<file path="config.mk">
export PLATFORM = sky130hd
export DESIGN_NAME = bpred_fetch_unit_flat
export DESIGN_NICKNAME = d
export VERILOG_FILES = /design/src/rtl/bpred_pkg.sv /design/src/rtl/bpred_fetch_unit_if.sv /design/src/rtl/btb_array.sv /design/src/rtl/bpred_fetch_unit.sv /design/src/flat_wrapper.sv
export SDC_FILE = /design/constraint.sdc
export NUM_CORES = 2
export LEC_CHECK = 0
export CAP_MARGIN = 20
export CORE_MARGIN = 5
export CORE_UTILIZATION = 35
export DETAILED_ROUTE_END_ITERATION = 10
export GPL_TIMING_DRIVEN = 0
export PLACE_DENSITY = 0.48
export SLEW_MARGIN = 15
export SYNTH_ARGS = -nofsm -noshare
export SYNTH_HDL_FRONTEND = slang
export SYNTH_SLANG_ARGS = --single-unit
</file>
<file path="constraint.sdc">
create_clock -name clk -period 5.11 [get_ports clk]
set_input_delay 0.7665 -clock clk [delete_from_list [all_inputs] [get_ports clk]]
set_output_delay 0.7665 -clock clk [all_outputs]
set_load 0.1 [all_outputs]
</file>
<file path="src/rtl/bpred_pkg.sv">
// Shared helpers for the fetch-stage branch predictor: counter encodings,
// saturating counter arithmetic and PC index/tag extraction.
package bpred_pkg;

    localparam int unsigned MAX_W = 64;

    typedef logic [MAX_W-1:0] word_t;

    // Weakly-taken encoding: only the MSB set
    function automatic word_t cnt_weak_t(input int unsigned w);
        return word_t'(1) << (w - 1);
    endfunction

    function automatic word_t cnt_weak_nt(input int unsigned w);
        return cnt_weak_t(w) - word_t'(1);
    endfunction

    function automatic word_t cnt_max(input int unsigned w);
        return (word_t'(1) << w) - word_t'(1);
    endfunction

    function automatic word_t cnt_inc(input word_t c, input int unsigned w);
        return (c >= cnt_max(w)) ? cnt_max(w) : c + word_t'(1);
    endfunction

    function automatic word_t cnt_dec(input word_t c);
        return (c == word_t'(0)) ? c : c - word_t'(1);
    endfunction

    // Word-aligned index: pc[idx_w+1:2]
    function automatic word_t pc_idx(input word_t pc, input int unsigned idx_w);
        return (pc >> 2) & ((word_t'(1) << idx_w) - word_t'(1));
    endfunction

    function automatic word_t pc_tag(input word_t pc, input int unsigned idx_w);
        return pc >> (idx_w + 2);
    endfunction

endpackage

</file>
<file path="src/rtl/bpred_fetch_unit_if.sv">
// Fetch-unit bus: stall/redirect and branch resolution from EX in,
// fetch PC, prediction and perf counters out.
interface bpred_fetch_unit_if #(
    parameter int unsigned XLEN   = 32,
    parameter int unsigned PERF_W = 32
);
    logic              stall_i;
    logic              redirect_i;
    logic [XLEN-1:0]   redirect_pc_i;
    logic              upd_valid_i;
    logic [XLEN-1:0]   upd_pc_i;
    logic              upd_taken_i;
    logic [XLEN-1:0]   upd_target_i;
    logic [XLEN-1:0]   pc_o;
    logic              pred_taken_o;
    logic [XLEN-1:0]   pred_target_o;
    logic [PERF_W-1:0] hit_cnt_o;
    logic [PERF_W-1:0] mispred_cnt_o;

    modport master (
        output stall_i, redirect_i, redirect_pc_i,
        output upd_valid_i, upd_pc_i, upd_taken_i, upd_target_i,
        input  pc_o, pred_taken_o, pred_target_o, hit_cnt_o, mispred_cnt_o
    );

    modport slave (
        input  stall_i, redirect_i, redirect_pc_i,
        input  upd_valid_i, upd_pc_i, upd_taken_i, upd_target_i,
        output pc_o, pred_taken_o, pred_target_o, hit_cnt_o, mispred_cnt_o
    );
endinterface

</file>
<file path="src/rtl/btb_array.sv">
// Direct-mapped branch target buffer: combinational lookup port and a
// read-modify-write update port driven by EX resolution.
module btb_array
    import bpred_pkg::*;
#(
    parameter int unsigned XLEN    = 32,
    parameter int unsigned ENTRIES = 16,
    parameter int unsigned CNT_W   = 2
) (
    input  logic             clk,
    input  logic             rst_n,
    input  logic [XLEN-1:0]  rd_pc,
    output logic             rd_hit_c,
    output logic [CNT_W-1:0] rd_cnt_c,
    output logic [XLEN-1:0]  rd_target_c,
    input  logic             wr_en,
    input  logic [XLEN-1:0]  wr_pc,
    input  logic             wr_taken,
    input  logic [XLEN-1:0]  wr_target
);
    localparam int unsigned IDX_W = $clog2(ENTRIES);
    localparam int unsigned TAG_W = XLEN - IDX_W - 2;

    logic             valid_q  [ENTRIES];
    logic [TAG_W-1:0] tag_q    [ENTRIES];
    logic [XLEN-1:0]  target_q [ENTRIES];
    logic [CNT_W-1:0] cnt_q    [ENTRIES];

    logic [IDX_W-1:0] rd_idx, wr_idx;
    logic [TAG_W-1:0] rd_tag, wr_tag;
    logic             wr_hit_c;

    assign rd_idx = IDX_W'(pc_idx(word_t'(rd_pc), IDX_W));
    assign rd_tag = TAG_W'(pc_tag(word_t'(rd_pc), IDX_W));
    assign wr_idx = IDX_W'(pc_idx(word_t'(wr_pc), IDX_W));
    assign wr_tag = TAG_W'(pc_tag(word_t'(wr_pc), IDX_W));

    assign rd_hit_c    = valid_q[rd_idx] && (tag_q[rd_idx] == rd_tag);
    assign rd_cnt_c    = cnt_q[rd_idx];
    assign rd_target_c = target_q[rd_idx];
    assign wr_hit_c    = valid_q[wr_idx] && (tag_q[wr_idx] == wr_tag);

    // Hit trains the counter; a taken miss evicts whatever lives at the index
    always_ff @(posedge clk or negedge rst_n) begin
        if (!rst_n) begin
            for (int unsigned i = 0; i < ENTRIES; i++) begin
                valid_q[i]  <= 1'b0;
                tag_q[i]    <= '0;
                target_q[i] <= '0;
                cnt_q[i]    <= CNT_W'(cnt_weak_nt(CNT_W));
            end
        end else if (wr_en) begin
            if (wr_hit_c) begin
                if (wr_taken) begin
                    cnt_q[wr_idx]    <= CNT_W'(cnt_inc(word_t'(cnt_q[wr_idx]), CNT_W));
                    target_q[wr_idx] <= wr_target;
                end else begin
                    cnt_q[wr_idx] <= CNT_W'(cnt_dec(word_t'(cnt_q[wr_idx])));
                end
            end else if (wr_taken) begin
                valid_q[wr_idx]  <= 1'b1;
                tag_q[wr_idx]    <= wr_tag;
                target_q[wr_idx] <= wr_target;
                cnt_q[wr_idx]    <= CNT_W'(cnt_weak_t(CNT_W));
            end
        end
    end

endmodule

</file>
<file path="src/rtl/bpred_fetch_unit.sv">
// Fetch PC register with same-cycle BTB prediction, EX redirect and
// saturating hit/mispredict performance counters.
module bpred_fetch_unit
    import bpred_pkg::*;
#(
    parameter int unsigned     XLEN     = 32,
    parameter int unsigned     ENTRIES  = 16,
    parameter int unsigned     CNT_W    = 2,
    parameter logic [XLEN-1:0] RESET_PC = '0,
    parameter int unsigned     PERF_W   = 32
) (
    input logic               clk,
    input logic               rst_n,
    bpred_fetch_unit_if.slave bus
);
    logic [XLEN-1:0]   pc_q;
    logic [PERF_W-1:0] hit_q, mispred_q;
    logic              hit_c;
    logic [CNT_W-1:0]  cnt_c;
    logic [XLEN-1:0]   btb_target_c;
    logic              pred_taken_c;
    logic [XLEN-1:0]   pred_target_c;

    btb_array #(
        .XLEN    (XLEN),
        .ENTRIES (ENTRIES),
        .CNT_W   (CNT_W)
    ) u_btb (
        .clk         (clk),
        .rst_n       (rst_n),
        .rd_pc       (pc_q),
        .rd_hit_c    (hit_c),
        .rd_cnt_c    (cnt_c),
        .rd_target_c (btb_target_c),
        .wr_en       (bus.upd_valid_i),
        .wr_pc       (bus.upd_pc_i),
        .wr_taken    (bus.upd_taken_i),
        .wr_target   (bus.upd_target_i)
    );

    assign pred_taken_c  = hit_c && cnt_c[CNT_W-1];
    assign pred_target_c = pred_taken_c ? btb_target_c : pc_q + XLEN'(4);

    assign bus.pc_o          = pc_q;
    assign bus.pred_taken_o  = pred_taken_c;
    assign bus.pred_target_o = pred_target_c;
    assign bus.hit_cnt_o     = hit_q;
    assign bus.mispred_cnt_o = mispred_q;

    // Redirect wins over stall so a frozen front end still takes the fix-up
    always_ff @(posedge clk or negedge rst_n) begin
        if (!rst_n) begin
            pc_q <= RESET_PC;
        end else if (bus.redirect_i) begin
            pc_q <= bus.redirect_pc_i;
        end else if (!bus.stall_i) begin
            pc_q <= pred_target_c;
        end
    end

    always_ff @(posedge clk or negedge rst_n) begin
        if (!rst_n) begin
            hit_q     <= '0;
            mispred_q <= '0;
        end else begin
            if (hit_c && !bus.stall_i && !bus.redirect_i && (hit_q != '1)) begin
                hit_q <= hit_q + PERF_W'(1);
            end
            if (bus.redirect_i && (mispred_q != '1)) begin
                mispred_q <= mispred_q + PERF_W'(1);
            end
        end
    end

endmodule

</file>
<file path="src/flat_wrapper.sv">
// flat-port wrapper written by rule: the top's interface ports become plain ports
module bpred_fetch_unit_flat import bpred_pkg::*;
#(
    parameter int unsigned     XLEN     = 32,
    parameter int unsigned     ENTRIES  = 16,
    parameter int unsigned     CNT_W    = 2,
    parameter logic [XLEN-1:0] RESET_PC = '0,
    parameter int unsigned     PERF_W   = 32
)
  (clk, rst_n, bus_stall_i, bus_redirect_i, bus_redirect_pc_i, bus_upd_valid_i, bus_upd_pc_i, bus_upd_taken_i, bus_upd_target_i, bus_pc_o, bus_pred_taken_o, bus_pred_target_o, bus_hit_cnt_o, bus_mispred_cnt_o);
  bpred_fetch_unit_if #(.XLEN(XLEN), .PERF_W(PERF_W)) bus_i ();
  input logic clk;
  input logic rst_n;
  input wire logic [$bits(bus_i.stall_i)-1:0] bus_stall_i;
  input wire logic [$bits(bus_i.redirect_i)-1:0] bus_redirect_i;
  input wire logic [$bits(bus_i.redirect_pc_i)-1:0] bus_redirect_pc_i;
  input wire logic [$bits(bus_i.upd_valid_i)-1:0] bus_upd_valid_i;
  input wire logic [$bits(bus_i.upd_pc_i)-1:0] bus_upd_pc_i;
  input wire logic [$bits(bus_i.upd_taken_i)-1:0] bus_upd_taken_i;
  input wire logic [$bits(bus_i.upd_target_i)-1:0] bus_upd_target_i;
  output wire logic [$bits(bus_i.pc_o)-1:0] bus_pc_o;
  output wire logic [$bits(bus_i.pred_taken_o)-1:0] bus_pred_taken_o;
  output wire logic [$bits(bus_i.pred_target_o)-1:0] bus_pred_target_o;
  output wire logic [$bits(bus_i.hit_cnt_o)-1:0] bus_hit_cnt_o;
  output wire logic [$bits(bus_i.mispred_cnt_o)-1:0] bus_mispred_cnt_o;
  assign bus_i.stall_i = bus_stall_i;
  assign bus_i.redirect_i = bus_redirect_i;
  assign bus_i.redirect_pc_i = bus_redirect_pc_i;
  assign bus_i.upd_valid_i = bus_upd_valid_i;
  assign bus_i.upd_pc_i = bus_upd_pc_i;
  assign bus_i.upd_taken_i = bus_upd_taken_i;
  assign bus_i.upd_target_i = bus_upd_target_i;
  assign bus_pc_o = bus_i.pc_o;
  assign bus_pred_taken_o = bus_i.pred_taken_o;
  assign bus_pred_target_o = bus_i.pred_target_o;
  assign bus_hit_cnt_o = bus_i.hit_cnt_o;
  assign bus_mispred_cnt_o = bus_i.mispred_cnt_o;
  bpred_fetch_unit #(.XLEN(XLEN), .ENTRIES(ENTRIES), .CNT_W(CNT_W), .RESET_PC(RESET_PC), .PERF_W(PERF_W)) u_core (.clk(clk), .rst_n(rst_n), .bus(bus_i));
endmodule
</file>
==> metrics.txt <==
outcome finished with violations; violated checks setup timing; Seq cells post-synth 1072; Distinct cells, synth 70; Post-Layout Cell Count 6367; Setup WS post-layout -0.675 ns; Setup TNS -23.90 ns; worst skew pair latency 0.83 ns; commonest non-fill, non-tap cell in the layout dfrtp_1; vias per cell 5.71; crit-path max FO 7; DRC 0; Max VDD drop 0.338 mV; r2r worst-path depth 15; IO buf count 216; max-cap viol count 0; DP HPWL 145000 um; met3 usage in global routing 6.68%; die area 163000 um^2; core area 154000 um^2; number of global-route vias before repair 37688; RSZ-0062 raised after global routing yes; crit path DAT 5.02 ns; xor/xnor share of the synthesized area 2.33%; HP Start u_core.u_btb.cnt_q[2]; TritonCTS Sinks 1072; endpoints failing setup 157; largest family of logic cells by synthesized area multiplexers; Tcrit/Tclk final 113%; H-Tree Depth 4; Hold Path Sink u_core.u_btb.cnt_q[2]; WL/cell 33.2 um; die height 404 um; number of nets in the layout 4314; CTS root buffer clkbuf_16; Hold WC Path Type flop to flop; area grow syn2layout 24.1%; Fmax achieved 0.173 GHz; sequential-to-total area share from yosys stat 49.3%; syn_area_per_cell 14.6 um^2; WS Path Type flop to output port; met2 usage 39.3%; Ports 231; minimum clock period 5.78 ns; slew at the pin closest to its max-slew limit 1.22 ns; CTS tree built; CP endpoint kind output port; vias 36373; R2R Setup Slk 0.07 ns; largest net degree at the start of global routing 139; Starting Density 35.2%; number of nets still failing antenna checks after routing 0; post-synthesis mux area share 37.3%; Synth Area in Compound Gates 3.60%; pwr dens 422 nW/um^2; FP Rows 144; FF-to-FF Start u_core.bus.pc_o[3]; clock slew at reported path FFs 0.06 ns; Clock Tree Buf Depth 3; Worst Path Required 4.34 ns; GR peak layer met2; Iteration-0 DRC Markers 3049; ratio of cells with drive above 1 in the final layout 47.0%; syn nets 3832; most frequent cells in the layout dfrtp_1, mux2_2, mux4_2, clkdlybuf4s50_1, clkbuf_1; Final Hold Fails 0; Hold Path Stages 2; Final Skew 0.0719 ns; cell leakage power 28.8 nW; Final GP Congestion 0.869; gr ovfl total 0; post-synthesis simple-gate area fraction 4.41%; ys async rst share 100%; CP Launch Type flop; first-pass GRT wire length 298000 um; initial antenna violation count 19; Post-synth EDFFs 0; M1 GR Usage 36.1%; DRT Wirelength 211000 um; post-synthesis adder-cell area fraction 0.106%; r2r endpoint u_core.bus.pc_o[25]; GRT Overall Usage 25.7%; Post-Syn Area 54400 um^2; worst relative slew slack 18.4%; DP Cell Count 6012; Yosys warning total 0; most used flip-flop cell after synthesis dfrtp_1; dpl ws -3.72 ns; CP startpoint u_core.bus.pc_o[3]; Pre-antenna DRT Iters 6; Syn Inst Count 3727; die span in x 404 um; clock buffer count from CTS 134; max-slew violation count 0
-- critical path, stage by stage (launching register included) --
cell,delay (ns)
dfrtp_4,0.51
buf_12,0.19
buf_6,0.11
mux4_2,0.49
mux4_2,0.58
xnor2_4,0.28
nand4_1,0.15
or4b_4,0.56
a211oi_4,0.22
buf_12,0.16
and3_4,0.26
buf_8,0.15
o21a_4,0.26
buf_12,0.21
-- sequential cells by signal (all words and copies together) (netlist names) --
name	cells
u_core.u_btb.tag_q	416
u_core.bus.mispred_cnt_o	32
u_core.u_btb.target_q	512
u_core.u_btb.cnt_q	32
u_core.bus.pc_o	32
u_core.u_btb.valid_q	16
u_core.bus.hit_cnt_o	32
-- cells by family (layout without fill, tap and decap cells) --
| group | count (synthesis) | count (layout) |
|---|---|---|
| xor gates and xnor gates | 145 | 145 |
| buffers and inverters | 353 | 939 |
| AOI/OAI and AO/OA | 272 | 272 |
| adders and majority gates | 5 | 5 |
| muxes | 1413 | 1413 |
| and+or+nand+nor | 467 | 467 |
| DFF | 1072 | 1072 |
| other | 0 | 10 |
-- through the flow --
stage               hold slack, ns  total power [mW]  utilization, %  area, um^2
finish                       0.460              28.5            43.8       67600
global route                 0.484              29.6            43.7       67500
CTS                          0.444              28.6            43.3       66900
detailed placement           0.456              18.1            38.8       59800
global placement             0.454              18.0            38.4       59300
floorplan                    0.438              15.6               -       54600
-- how the worst max path moves through the flow --
stage	to	cells past startpoint
3_5_place_dp	bus_pred_target_o[19]	18
6_report	bus_pred_target_o[19]	13
3_3_place_gp	u_core.bus.pc_o[3]	1
4_1_cts	bus_pred_target_o[6]	14
5_1_grt	bus_pred_target_o[3]	17
2_1_floorplan	bus_pred_target_o[10]	13
-- cell type report --
class	count	area, um^2
multi-input cells	2302	26800
repair buffers	352	4120
clock inverters	49	796
fillers	13946	86800
clock buffers	191	3900
well taps	2044	2560
inverters	31	116
plain buffers	316	2360
flip-flops and latches	1072	26900
diodes	10	25.0
-- metal layers --
layer,vias up,share of wire [%]
met2,1352,45
met4,6,3.2
met3,309,8.0
li1,14988,-
met1,19718,44
met5,-,0.015
-- repair_timing --
action                                 in CTS  in global routing
gates cloned                                4                  3
pin swaps                                  32                 28
hold buffers                                1                  0
setup endpoints to repair                1061                344
endpoints found under the hold margin      78                  0
resized for setup                         623                 92
buffers inserted                           74                 33
-- synth_stat cells (all sizes together) (4+ instances only) --
| library cell | count | area share [%] |
|---|---|---|
| and3 | 23 | 0.26 |
| buf | 130 | 1.4 |
| nor3 | 30 | 0.44 |
| nor4 | 20 | 0.25 |
| a31oi | 6 | 0.069 |
| nand2 | 102 | 0.70 |
| mux4 | 357 | 15 |
| dfrtp | 1056 | 49 |
| inv | 30 | 0.21 |
| nand3 | 87 | 0.80 |
| clkbuf | 192 | 1.3 |
| o21ai | 33 | 0.30 |
| a22oi | 23 | 0.32 |
| or3 | 4 | 0.046 |
| o2bb2ai | 4 | 0.064 |
| nor2 | 112 | 0.82 |
| o221ai | 4 | 0.064 |
| a2bb2oi | 21 | 0.34 |
| mux2i | 115 | 2.1 |
| a211oi | 4 | 0.064 |
| or2 | 21 | 0.24 |
| and2 | 9 | 0.10 |
| a221oi | 16 | 0.26 |
| a22o | 15 | 0.24 |
| o211ai | 23 | 0.32 |
| dfstp | 16 | 0.77 |
| o211a | 7 | 0.13 |
| xnor2 | 89 | 1.4 |
| nor2b | 17 | 0.20 |
| xor2 | 56 | 0.90 |
| o22a | 13 | 0.21 |
| o22ai | 11 | 0.13 |
| nand2b | 10 | 0.11 |
| mux2 | 941 | 20 |
| a21oi | 43 | 0.40 |
| o21a | 36 | 0.50 |
| nand4 | 23 | 0.28 |
-- power breakdown --
group          internal (mW)  switching (mW)
logic                   3.70            3.70
registers               10.1            1.12
clock network           5.77            4.17
(Power assumes the default switching activity.)
